`config.mk`:
```
export PLATFORM = sky130hd
export DESIGN_NAME = j0_tag_receiver_flat
export DESIGN_NICKNAME = d
export VERILOG_FILES = /design/src/rtl/j0_tag_receiver_pkg.sv /design/src/rtl/j0_tag_receiver_if.sv /design/src/rtl/j0_tag_receiver_tag_fifo.sv /design/src/rtl/j0_tag_receiver.sv /design/src/flat_wrapper.sv
export SDC_FILE = /design/constraint.sdc
export NUM_CORES = 1
export LEC_CHECK = 0
export ABC_AREA = 1
export CAP_MARGIN = 10
export CORE_ASPECT_RATIO = 1.75
export CORE_MARGIN = 2
export CORE_UTILIZATION = 35
export DETAILED_ROUTE_END_ITERATION = 16
export MAX_ROUTING_LAYER = met4
export PLACE_DENSITY_LB_ADDON = 0.3
export SETUP_SLACK_MARGIN = 0.3
export SLEW_MARGIN = 15
export SYNTH_ARGS = -nofsm -noshare
export SYNTH_HDL_FRONTEND = slang
export SYNTH_SLANG_ARGS = --single-unit
```
`constraint.sdc`:
```
create_clock -name sysclk_i -period 3.2 [get_ports sysclk_i]
set_input_delay 0.64 -clock sysclk_i [delete_from_list [all_inputs] [get_ports sysclk_i]]
set_output_delay 0.64 -clock sysclk_i [all_outputs]
set_load 0.01 [all_outputs]
```
`src/rtl/j0_tag_receiver_pkg.sv`:
```
// Shared definitions for the J0 tag receiver: field widths, J0 line polarity,
// the tag record and a small helper for event-tag continuity.
package j0_tag_receiver_pkg;

  localparam int unsigned STAG_W    = 2;
  localparam int unsigned ETAG_W    = 3;
  localparam int unsigned TAG_W     = STAG_W + ETAG_W;
  localparam int unsigned EVT_CNT_W = 16;

  // J0 BUSY/WARN are open-collector style: pulling low asserts the condition.
  localparam logic J0_ASSERTED = 1'b0;
  localparam logic J0_RELEASED = 1'b1;

  typedef struct packed {
    logic [STAG_W-1:0] stag;
    logic [ETAG_W-1:0] etag;
  } tag_t;

  // Expected successor of an event tag (wraps modulo 2**ETAG_W).
  function automatic logic [ETAG_W-1:0] etag_next(input logic [ETAG_W-1:0] etag);
    return etag + {{(ETAG_W-1){1'b0}}, 1'b1};
  endfunction

endpackage

```
`src/rtl/j0_tag_receiver_if.sv`:
```
// J0 backplane signals between the GPIO-RM (master) and a front-end receiver (slave).
//   trig   : trigger, asynchronous to the receiver clock
//   stag   : spill tag
//   etag   : event tag
//   busy_n : active-low busy returned to the GPIO-RM
//   warn_n : active-low warning returned to the GPIO-RM
interface j0_tag_receiver_if;
  import j0_tag_receiver_pkg::*;

  logic              trig;
  logic [STAG_W-1:0] stag;
  logic [ETAG_W-1:0] etag;
  logic              busy_n;
  logic              warn_n;

  modport master (output trig, stag, etag, input busy_n, warn_n);
  modport slave  (input trig, stag, etag, output busy_n, warn_n);
endinterface

```
`src/rtl/j0_tag_receiver_tag_fifo.sv`:
```
// Synchronous FIFO with registered head data and valid flag.
//   clk_i/rst_ni : clock, asynchronous active-low reset
//   push_i/wdata_i : write request and data (accepted when not full, or full with a pop)
//   pop_i        : pop request (ignored while empty)
//   rdata_o      : head entry, zero when empty
//   valid_o      : FIFO not empty
//   count_o      : current occupancy
module j0_tag_receiver_tag_fifo #(
  parameter int unsigned Depth = 4,
  parameter int unsigned Width = 5
) (
  input  logic                     clk_i,
  input  logic                     rst_ni,
  input  logic                     push_i,
  input  logic [Width-1:0]         wdata_i,
  input  logic                     pop_i,
  output logic [Width-1:0]         rdata_o,
  output logic                     valid_o,
  output logic [$clog2(Depth):0]   count_o
);

  localparam int unsigned PtrW = $clog2(Depth);
  localparam int unsigned CntW = PtrW + 1;

  logic [Width-1:0] mem_q [Depth];
  logic [PtrW-1:0]  rd_ptr_q, rd_ptr_d, wr_ptr_q, wr_ptr_d;
  logic [CntW-1:0]  count_q, count_d;
  logic [Width-1:0] rdata_q, rdata_d;
  logic             valid_q, valid_d;
  logic             full, do_pop, do_push;

  assign full    = (count_q == CntW'(Depth));
  assign do_pop  = pop_i && (count_q != '0);
  assign do_push = push_i && (!full || do_pop);

  always_comb begin
    rd_ptr_d = rd_ptr_q;
    wr_ptr_d = wr_ptr_q;
    count_d  = count_q;
    if (do_pop)  rd_ptr_d = rd_ptr_q + PtrW'(1);
    if (do_push) wr_ptr_d = wr_ptr_q + PtrW'(1);
    case ({do_push, do_pop})
      2'b10:   count_d = count_q + CntW'(1);
      2'b01:   count_d = count_q - CntW'(1);
      default: count_d = count_q;
    endcase
    valid_d = (count_d != '0);
    // The incoming word becomes the head when it lands in the slot being read next.
    if (!valid_d) begin
      rdata_d = '0;
    end else if (do_push && (wr_ptr_q == rd_ptr_d)) begin
      rdata_d = wdata_i;
    end else begin
      rdata_d = mem_q[rd_ptr_d];
    end
  end

  always_ff @(posedge clk_i) begin
    if (do_push) mem_q[wr_ptr_q] <= wdata_i;
  end

  always_ff @(posedge clk_i or negedge rst_ni) begin
    if (!rst_ni) begin
      rd_ptr_q <= '0;
      wr_ptr_q <= '0;
      count_q  <= '0;
      rdata_q  <= '0;
      valid_q  <= 1'b0;
    end else begin
      rd_ptr_q <= rd_ptr_d;
      wr_ptr_q <= wr_ptr_d;
      count_q  <= count_d;
      rdata_q  <= rdata_d;
      valid_q  <= valid_d;
    end
  end

  assign rdata_o = rdata_q;
  assign valid_o = valid_q;
  assign count_o = count_q;

endmodule

```
`src/rtl/j0_tag_receiver.sv`:
```
// J0 front-end tag receiver. Synchronises the J0 trigger into the system clock,
// captures the spill/event tags into a FIFO, checks event-tag continuity and
// drives the active-low BUSY/WARN lines back onto J0.
//   sysclk_i/rst_ni : system clock, asynchronous active-low reset
//   j0             : J0 bus (trigger and tags in, busy_n/warn_n out)
//   local_busy_i   : busy from the local digitiser
//   tag_rd_i       : pop strobe for the tag FIFO
//   tag_dout_o     : {stag, etag} at FIFO head, tag_valid_o : FIFO not empty
//   trig_pulse_o   : one-cycle strobe per accepted trigger
//   evt_cnt_o      : accepted triggers since reset/clear
//   err_clr_i      : clears sticky flags, counter and continuity history
//   ovf_flag_o     : sticky, trigger dropped on a full FIFO
//   tag_err_o      : sticky, event-tag discontinuity inside a spill
module j0_tag_receiver
  import j0_tag_receiver_pkg::*;
#(
  parameter int unsigned FifoDepth  = 4,
  parameter int unsigned BusyMargin = 1
) (
  input  logic                 sysclk_i,
  input  logic                 rst_ni,
  j0_tag_receiver_if.slave     j0,
  input  logic                 local_busy_i,
  input  logic                 tag_rd_i,
  output logic [TAG_W-1:0]     tag_dout_o,
  output logic                 tag_valid_o,
  output logic                 trig_pulse_o,
  output logic [EVT_CNT_W-1:0] evt_cnt_o,
  input  logic                 err_clr_i,
  output logic                 ovf_flag_o,
  output logic                 tag_err_o
);

  localparam int unsigned CntW = $clog2(FifoDepth) + 1;

  // Three-stage synchroniser (extra stage for metastability margin) plus history.
  logic [2:0] trig_sync_q;
  logic       trig_hist_q;
  logic       detect;

  // Tag pipeline matches the synchroniser depth so the captured tag lines up with detect.
  tag_t tag_p0_q, tag_p1_q, tag_p2_q;

  logic [CntW-1:0]      fifo_count;
  logic                 fifo_valid;
  logic                 accept, mismatch;
  logic [31:0]          free_slots;
  logic                 busy_cond;

  logic [EVT_CNT_W-1:0] evt_cnt_q, evt_cnt_d;
  logic                 ovf_q, ovf_d;
  logic                 tag_err_q, tag_err_d;
  logic                 seen_q, seen_d;
  tag_t                 last_q, last_d;
  logic                 trig_pulse_q;
  logic                 busy_n_q, busy_n_d;
  logic                 warn_n_q, warn_n_d;

  assign detect = trig_sync_q[2] & ~trig_hist_q;

  // A full FIFO still accepts when a pop frees a slot in the same cycle.
  assign accept = detect && ((fifo_count != CntW'(FifoDepth)) || (tag_rd_i && fifo_valid));

  assign mismatch = seen_q && (tag_p2_q.stag == last_q.stag) &&
                    (tag_p2_q.etag != etag_next(last_q.etag));

  assign free_slots = 32'(FifoDepth) - 32'(fifo_count);
  assign busy_cond  = local_busy_i || (free_slots <= 32'(BusyMargin)) || ovf_q;

  always_comb begin
    evt_cnt_d = evt_cnt_q;
    if (err_clr_i) evt_cnt_d = '0;
    if (accept)    evt_cnt_d = evt_cnt_d + EVT_CNT_W'(1);

    // Clear wins over a coincident detect for flags and history validity.
    ovf_d     = err_clr_i ? 1'b0 : (ovf_q | (detect & ~accept));
    tag_err_d = err_clr_i ? 1'b0 : (tag_err_q | (detect & mismatch));
    seen_d    = err_clr_i ? 1'b0 : (seen_q | detect);
    last_d    = detect ? tag_p2_q : last_q;

    busy_n_d  = busy_cond ? J0_ASSERTED : J0_RELEASED;
    warn_n_d  = (tag_err_q || ovf_q) ? J0_ASSERTED : J0_RELEASED;
  end

  always_ff @(posedge sysclk_i or negedge rst_ni) begin
    if (!rst_ni) begin
      trig_sync_q  <= '0;
      trig_hist_q  <= 1'b0;
      tag_p0_q     <= '0;
      tag_p1_q     <= '0;
      tag_p2_q     <= '0;
      evt_cnt_q    <= '0;
      ovf_q        <= 1'b0;
      tag_err_q    <= 1'b0;
      seen_q       <= 1'b0;
      last_q       <= '0;
      trig_pulse_q <= 1'b0;
      busy_n_q     <= J0_RELEASED;
      warn_n_q     <= J0_RELEASED;
    end else begin
      trig_sync_q  <= {trig_sync_q[1:0], j0.trig};
      trig_hist_q  <= trig_sync_q[2];
      tag_p0_q     <= '{stag: j0.stag, etag: j0.etag};
      tag_p1_q     <= tag_p0_q;
      tag_p2_q     <= tag_p1_q;
      evt_cnt_q    <= evt_cnt_d;
      ovf_q        <= ovf_d;
      tag_err_q    <= tag_err_d;
      seen_q       <= seen_d;
      last_q       <= last_d;
      trig_pulse_q <= accept;
      busy_n_q     <= busy_n_d;
      warn_n_q     <= warn_n_d;
    end
  end

  j0_tag_receiver_tag_fifo #(
    .Depth (FifoDepth),
    .Width (TAG_W)
  ) u_tag_fifo (
    .clk_i   (sysclk_i),
    .rst_ni  (rst_ni),
    .push_i  (accept),
    .wdata_i (tag_p2_q),
    .pop_i   (tag_rd_i),
    .rdata_o (tag_dout_o),
    .valid_o (fifo_valid),
    .count_o (fifo_count)
  );

  assign tag_valid_o  = fifo_valid;
  assign trig_pulse_o = trig_pulse_q;
  assign evt_cnt_o    = evt_cnt_q;
  assign ovf_flag_o   = ovf_q;
  assign tag_err_o    = tag_err_q;
  assign j0.busy_n    = busy_n_q;
  assign j0.warn_n    = warn_n_q;

endmodule

```
`src/flat_wrapper.sv`:
```
// flat-port wrapper written by rule: the top's interface ports become plain ports
module j0_tag_receiver_flat import j0_tag_receiver_pkg::*;
#(
  parameter int unsigned FifoDepth  = 4,
  parameter int unsigned BusyMargin = 1
)
  (sysclk_i, rst_ni, local_busy_i, tag_rd_i, tag_dout_o, tag_valid_o, trig_pulse_o, evt_cnt_o, err_clr_i, ovf_flag_o, tag_err_o, j0_trig, j0_stag, j0_etag, j0_busy_n, j0_warn_n);
  j0_tag_receiver_if j0_i ();
  input  logic sysclk_i;
  input  logic rst_ni;
  input  logic local_busy_i;
  input  logic tag_rd_i;
  output logic [TAG_W-1:0] tag_dout_o;
  output logic tag_valid_o;
  output logic trig_pulse_o;
  output logic [EVT_CNT_W-1:0] evt_cnt_o;
  input  logic err_clr_i;
  output logic ovf_flag_o;
  output logic tag_err_o;
  input wire logic [$bits(j0_i.trig)-1:0] j0_trig;
  input wire logic [$bits(j0_i.stag)-1:0] j0_stag;
  input wire logic [$bits(j0_i.etag)-1:0] j0_etag;
  output wire logic [$bits(j0_i.busy_n)-1:0] j0_busy_n;
  output wire logic [$bits(j0_i.warn_n)-1:0] j0_warn_n;
  assign j0_i.trig = j0_trig;
  assign j0_i.stag = j0_stag;
  assign j0_i.etag = j0_etag;
  assign j0_busy_n = j0_i.busy_n;
  assign j0_warn_n = j0_i.warn_n;
  j0_tag_receiver #(.FifoDepth(FifoDepth), .BusyMargin(BusyMargin)) u_core (.sysclk_i(sysclk_i), .rst_ni(rst_ni), .j0(j0_i), .local_busy_i(local_busy_i), .tag_rd_i(tag_rd_i), .tag_dout_o(tag_dout_o), .tag_valid_o(tag_valid_o), .trig_pulse_o(trig_pulse_o), .evt_cnt_o(evt_cnt_o), .err_clr_i(err_clr_i), .ovf_flag_o(ovf_flag_o), .tag_err_o(tag_err_o));
endmodule
```
==> impl_metrics.py, run 1 <==
metrics = {
    "timing": {
        "hold_viol_final": 0,
        "fin_ws_ns": 0.486,
        "fin_crit_ns": 2.71,
        "period_share_pct": 84.8,
        "finalSetupTns_ns": 0,
        "relSlewSlack_pct": 50.4,
        "finalSetupViolCount": 0,
        "slew_violations": 0,
        "tightestPinTransition_ns": 0.744,
        "clock.fmax_mhz": 368,
        "rsz0062_at_grt": "no",
        "finalClockSkew_ns": 0.00563,
    },
    "synth": {
        "synthTopCellsByArea": "dfrtp_1 40%, edfxtp_1 17%, nand2_1 8.7%",
        "synth_area_um2": 3560,
        "synth-edff-count": 20,
        "syn-instance-count": 372,
        "ys_ff_latch": 79,
        "synth.most_common_cell": "nand2_1",
        "ys_types": 32,
        "seq_area_frac_synth_pct": 58.3,
        "synthesis.nets": 393,
        "syn_area_per_cell_um2": 9.58,
        "synth_top_area_share_pct": 40.0,
        "yosysWarnings": 0,
        "ys_async_sr_fraction_pct": 74.7,
        "yosys_most_used_dff": "dfrtp_1",
        "yosys.area.top_type": "dfrtp_1",
        "synth_common_cells": "83 x nand2_1, 57 x dfrtp_1, 53 x inv_1, 51 x nor2_1, 23 x nand3_1",
    },
    "clocking": {
        "path_clk_slew_ns": 0.06,
        "hold_buffers": 0,
        "cts_tree": "yes",
        "clk_path_buf_depth": 2,
        "clk_latency_ns": 0.34,
        "cts_buffers": 9,
        "htreeDepth": 3,
        "cts_sinks": 79,
        "clock-root-buffer": "clkbuf_16",
    },
    "pwr": {
        "ir_worst_vdd_mv": 0.379,
        "p_per_area_nw_per_um2": 720,
        "p_leak_nw": 1.99,
    },
    "finish": {
        "fin_util_pct": 44.5,
        "nets": 444,
        "regArea_um2": 2080,
        "post_layout_nonfiller_instances": 553,
        "area_growth_pct": 23.8,
        "multi_input_area_um2": 1270,
        "diodes": 0,
        "fillCellCount": 965,
        "drive_gt1_share_pct": 11.0,
    },
    "setup_path": {
        "worstPathCellList": "clkdlybuf4s50_1 -> buf_4 -> inv_1 -> nor2_1 -> ha_1 -> inv_1 -> fa_1 -> inv_1 -> nand2_1 -> nand3b_1 -> xor2_1 -> inv_1 -> nand2_2 -> nand2_1 -> nor2_1",
        "crit_family": "buffers and inverters",
        "cpMostUsedCell": "inv_1",
        "cp.arrival_ns": 2.98,
        "crit_fanout": 6,
        "critPathRequiredTime_ns": 3.47,
        "cp-start-kind": "input port",
        "reg2reg_slack_ns": 0.58,
        "crit_path_top_delay_cell": "clkdlybuf4s50_1",
        "critical_path.max_stage_delay_ns": 0.57,
        "setup.worst_path.end_class": "flip-flop",
        "path_buf_inv": 6,
        "critPathKind": "in2reg",
    },
    "route": {
        "first_pass_iters": 4,
        "ant_nets": 0,
        "wirelength_mm": 7.26,
        "vias_per_cell": 4.56,
        "first_iter_violations": 156,
        "dr_total_vias": 2519,
        "wl_per_cell_um": 13.1,
        "drc": 0,
    },
    "grt": {
        "grt_overflow": 0,
        "antenna_found_initial": 0,
        "grt_max_degree": 60,
        "grt_first_pass_wirelength_mm": 12.2,
        "grt_pass1_vias": 2595,
        "grt_usage_pct": 15.3,
    },
    "place": {
        "dp_hpwl_mm": 5.38,
        "dpl.cell_count": 537,
        "port-buffer-count": 37,
        "globalplace.congestion": 0.812,
        "dp_slack_ns": 0.0456,
    },
    "outcome": {
        "status": "complete, no violations",
    },
    "floorplan": {
        "initial_core_util_pct": 36.0,
        "dieWidth_um": 80.3,
        "pin_count": 38,
        "die_y_um": 138,
        "coreArea_um2": 9910,
        "die_area_um2": 11000,
        "fp-row-count": 48,
    },
    "hold_path": {
        "hold_path_class": "reg2reg",
    },
    "run": {
        "max_cap_viol_count": 0,
    },
}
==> registers in the layout (all words and copies together), names as in the netlist, 3 cells and up <==
register,count
u_core.tag_p1_q,5
u_core.tag_p0_q,5
u_core.trig_sync_q,3
u_core.last_q,5
u_core.u_tag_fifo.count_o,3
u_core.tag_p2_q,5
u_core.evt_cnt_o,16
u_core.u_tag_fifo.mem_q,20
u_core.u_tag_fifo.rdata_o,5
==> worst paths after layout <==
| check | startpoint | endpoint | depth (start not counted) |
|---|---|---|---|
| setup reg to reg | u_core.u_tag_fifo.count_o[1] | u_core.u_tag_fifo.rdata_o[3] | 17 |
| hold reg to reg | u_core.tag_p1_q[0] | u_core.tag_p2_q[0] | 0 |
| setup / recovery | tag_rd_i | u_core.u_tag_fifo.rdata_o[3] | 15 |
| max in group asynchronous | rst_ni | u_core.tag_p0_q[3] | 2 |
| min in group asynchronous | rst_ni | u_core.evt_cnt_o[4] | 2 |
| hold / removal | u_core.tag_p1_q[0] | u_core.tag_p2_q[0] | 0 |
==> layout make-up <==
cell class / instances / share of cell area (%)
repair buffers: 45 / 9.64
well taps: 125 / 3.55
inverters: 56 / 4.82
clock buffers: 10 / 5.19
flip-flops and latches: 79 / 47.1
multi-input cells: 232 / 28.8
clock inverters: 6 / 0.822
==> cells by family (layout without fill, tap and decap cells) <==
family,after synthesis,count (layout),synth area share [%]
compound gates,15,15,2.25
simple gates,193,193,25.5
xor+xnor,14,14,3.44
buf+inv,61,117,6.77
fa+ha+maj,10,10,3.72
flops,79,79,58.3
==> routing by layer <==
layer	wire [µm]	global-route usage, %	vias up
met3	203	3.08	12
met2	4190	28.0	54
met5	0	-	-
met1	2690	15.2	1182
met4	172	7.53	0
li1	-	-	1271
==> per-stage QoR <==
step | total power, mW | hold slack, ns | area, µm²
finish | 3.18 | 0.341 | 4410
global route | 3.42 | 0.350 | 4410
CTS | 3.19 | 0.348 | 4380
detailed placement | 2.26 | 0.335 | 4120
global placement | 2.23 | 0.332 | 4120
floorplan | 1.92 | 0.331 | 3560
==> placed cells by master (no fill, tap or decap), types with 2 or more instances in the layout <==
cell type,n
o21ai_0,4
nor2_1,50
ha_1,9
nand3b_1,13
buf_4,8
edfxtp_1,20
clkdlybuf4s50_1,36
clkbuf_16,9
inv_1,53
nor2_4,2
nand2_2,6
a31oi_1,2
clkinv_2,5
dfstp_2,2
nand4_1,3
dfrtp_1,57
xnor2_1,4
nor2_2,4
xor2_1,10
nand2_1,82
a21oi_1,6
nand3_1,23
nor3_1,4
==> worst reg2reg max path: stages (launching register included) <==
cell and delay [ns]:
dfrtp_1 0.41, nor2_2 0.16, ha_1 0.21, inv_1 0.08, a21oi_4 0.17, nor2_8 0.07
inv_1 0.08, ha_1 0.17, inv_1 0.07, fa_1 0.38, inv_1 0.06, nand2_1 0.04
nand3b_1 0.08, xor2_1 0.20, inv_1 0.07, nand2_2 0.11, nand2_1 0.07, nor2_1 0.09
==> power breakdown <==
part	switching, mW	internal, mW	total, mW
logic	0.575	0.393	0.968
registers	0.0939	1.19	1.29
clock network	0.401	0.522	0.923
total	1.07	2.11	3.18
==> what timing repair did <==
action | 4_1_cts | 5_1_grt
gates resized for setup | 0 | 7
setup endpoints to repair | 0 | 6
setup buffers | 0 | 0
No activity file was read; power rests on OpenSTA's default activity.
==> run 2, diff against run 1 <==
- clock period: 3.2 -> 2.76 ns (I/O delays scaled with it)
==> impl_metrics.py, run 2 (synthesis gave the netlist of run 1 again) <==
metrics = {
    "clocking": {
        "cts_buffers": 9,
        "cts_sinks": 79,
        "path_clk_slew_ns": 0.06,
        "htreeDepth": 3,
        "cts_tree": "yes",
        "clk_path_buf_depth": 2,
        "clock-root-buffer": "clkbuf_16",
        "clk_latency_ns": 0.33,
        "hold_buffers": 0,
    },
    "floorplan": {
        "dieWidth_um": 80.3,
        "fp-row-count": 48,
        "pin_count": 38,
        "coreArea_um2": 9910,
        "initial_core_util_pct": 36.0,
        "die_area_um2": 11000,
        "die_y_um": 138,
    },
    "run": {
        "max_cap_viol_count": 0,
    },
    "route": {
        "wl_per_cell_um": 12.7,
        "ant_nets": 0,
        "first_pass_iters": 4,
        "drc": 0,
        "wirelength_mm": 7.18,
        "dr_total_vias": 2566,
        "vias_per_cell": 4.53,
        "first_iter_violations": 102,
    },
    "setup_path": {
        "cp.arrival_ns": 2.68,
        "path_buf_inv": 6,
        "worstPathCellList": "inv_1 -> ha_4 -> inv_2 -> a21oi_4 -> nor2_8 -> inv_4 -> ha_4 -> inv_4 -> fa_2 -> inv_2 -> nand2_2 -> nand3b_1 -> xor2_1 -> inv_1 -> nand2_4 -> nand2_1 -> nor2_1",
        "critPathRequiredTime_ns": 3.02,
        "crit_fanout": 6,
        "rr_startpoint": "u_core.u_tag_fifo.count_o[2]",
        "setup.worst_path.end_class": "flip-flop",
        "crit_cells": 17,
        "rr_worst_depth": 17,
        "crit_family": "adder cells",
        "critical_path.max_stage_delay_ns": 0.43,
        "cp-start-kind": "flip-flop",
        "reg2reg_to": "u_core.u_tag_fifo.rdata_o[1]",
        "reg2reg_slack_ns": 0.35,
        "critPathKind": "reg2reg",
        "crit_path_top_delay_cell": "dfrtp_1",
    },
    "timing": {
        "fin_ws_ns": 0.347,
        "relSlewSlack_pct": 64.3,
        "slew_violations": 0,
        "clock.fmax_mhz": 415,
        "tightestPinTransition_ns": 0.534,
        "rsz0062_at_grt": "yes",
        "finalSetupViolCount": 0,
        "fin_crit_ns": 2.41,
        "hold_viol_final": 0,
        "holdWs_ns": 0.210,
        "finalClockSkew_ns": 0.00548,
        "period_share_pct": 87.4,
    },
    "pwr": {
        "p_per_area_nw_per_um2": 839,
        "ir_worst_vdd_mv": 0.413,
        "p_seq_share_pct": 38.9,
        "switching_share_pct": 33.3,
        "p_sw_mw": 1.28,
        "cell_internal_pwr_mw": 2.56,
        "p_leak_nw": 2.06,
        "clkPwrFrac_pct": 27.7,
        "p_comb_share_pct": 33.3,
    },
    "grt": {
        "grt_max_degree": 60,
        "antenna_found_initial": 0,
        "grt_overflow": 0,
        "grt_usage_pct": 14.4,
        "grt_pass1_vias": 2545,
        "grt_first_pass_wirelength_mm": 11.5,
    },
    "finish": {
        "final_area_um2": 4570,
        "fillCellCount": 914,
        "nets": 457,
        "drive_gt1_share_pct": 15.9,
        "largest_reg_flops": 20,
        "fin_util_pct": 46.1,
        "final_common_cell": "nand2_1",
        "diodes": 0,
        "area_growth_pct": 28.2,
        "final_cell_mix": "80 x nand2_1, 57 x dfrtp_1, 50 x nor2_1",
        "top_register": "u_core.u_tag_fifo.mem_q",
    },
    "place": {
        "port-buffer-count": 37,
        "placed_area_um2": 4200,
        "dp_hpwl_mm": 5.16,
        "globalplace.congestion": 0.815,
        "dp_slack_ns": -0.217,
    },
    "outcome": {
        "status": "complete, no violations",
    },
    "hold_path": {
        "hold_path_class": "in2async",
    },
}
-- run 2: cell types whose count changed in the layout (fill, tap and decap cells not counted), sizes merged --
cell           change
clkdlybuf4s50      -1
clkinv             -2
dlygate4sd2        +1
clkinvlp           +1
clkbuf             +1
buf               +13
-- run 2: how the worst max path moves through the flow --
stage                            startpoint                            to
5_1_grt        u_core.u_tag_fifo.count_o[1]  u_core.u_tag_fifo.rdata_o[2]
2_1_floorplan  u_core.u_tag_fifo.count_o[1]  u_core.u_tag_fifo.rdata_o[0]
3_5_place_dp                       tag_rd_i  u_core.u_tag_fifo.rdata_o[2]
4_1_cts        u_core.u_tag_fifo.count_o[0]  u_core.u_tag_fifo.rdata_o[2]
6_report       u_core.u_tag_fifo.count_o[2]  u_core.u_tag_fifo.rdata_o[1]
3_3_place_gp                       tag_rd_i  u_core.u_tag_fifo.rdata_o[0]
-- run 2: power groups by stage --
stage	sequential (mW)	combinational, mW	clock (mW)
floorplan	1.51	0.728	0
finish	1.49	1.28	1.06
CTS	1.49	1.23	1.10
global placement	1.51	1.09	0
detailed placement	1.51	1.12	0
global route	1.51	1.44	1.15
-- run 2: cell type report --
type / instances / area (µm²) / share of cell area (%)
Clock buffer: 11 / 233 / 5.09
Clock inverter: 5 / 35.0 / 0.766
Inverter: 56 / 218 / 4.76
Multi-Input combinational cell: 232 / 1320 / 28.8
Sequential cell: 79 / 2080 / 45.5
Tap cell: 125 / 156 / 3.42
Timing Repair Buffer: 58 / 534 / 11.7
-- run 2: metal layers --
metal  GRT usage [%]  wire length [µm]  vias to the layer above
met3            3.34               202                        9
li1                -                 -                     1291
met2            26.7              4120                       37
met5               -                 0                        -
met1            13.9              2730                     1229
met4            6.69               136                        0
-- run 2: timing repair --
action,CTS,global route
setup buffers,4,2
hold endpoints to repair,0,0
pin swaps,8,12
gates resized for setup,13,7
setup endpoints to repair,6,6
gates cloned,0,0
-- run 2: stage by stage --
step	power, mW	cells	TNS (ns)
CTS	3.82	564	0
global placement	2.61	544	-0.508
finish	3.83	566	0
floorplan	2.24	372	0
global route	4.10	566	0
detailed placement	2.64	544	-1.12
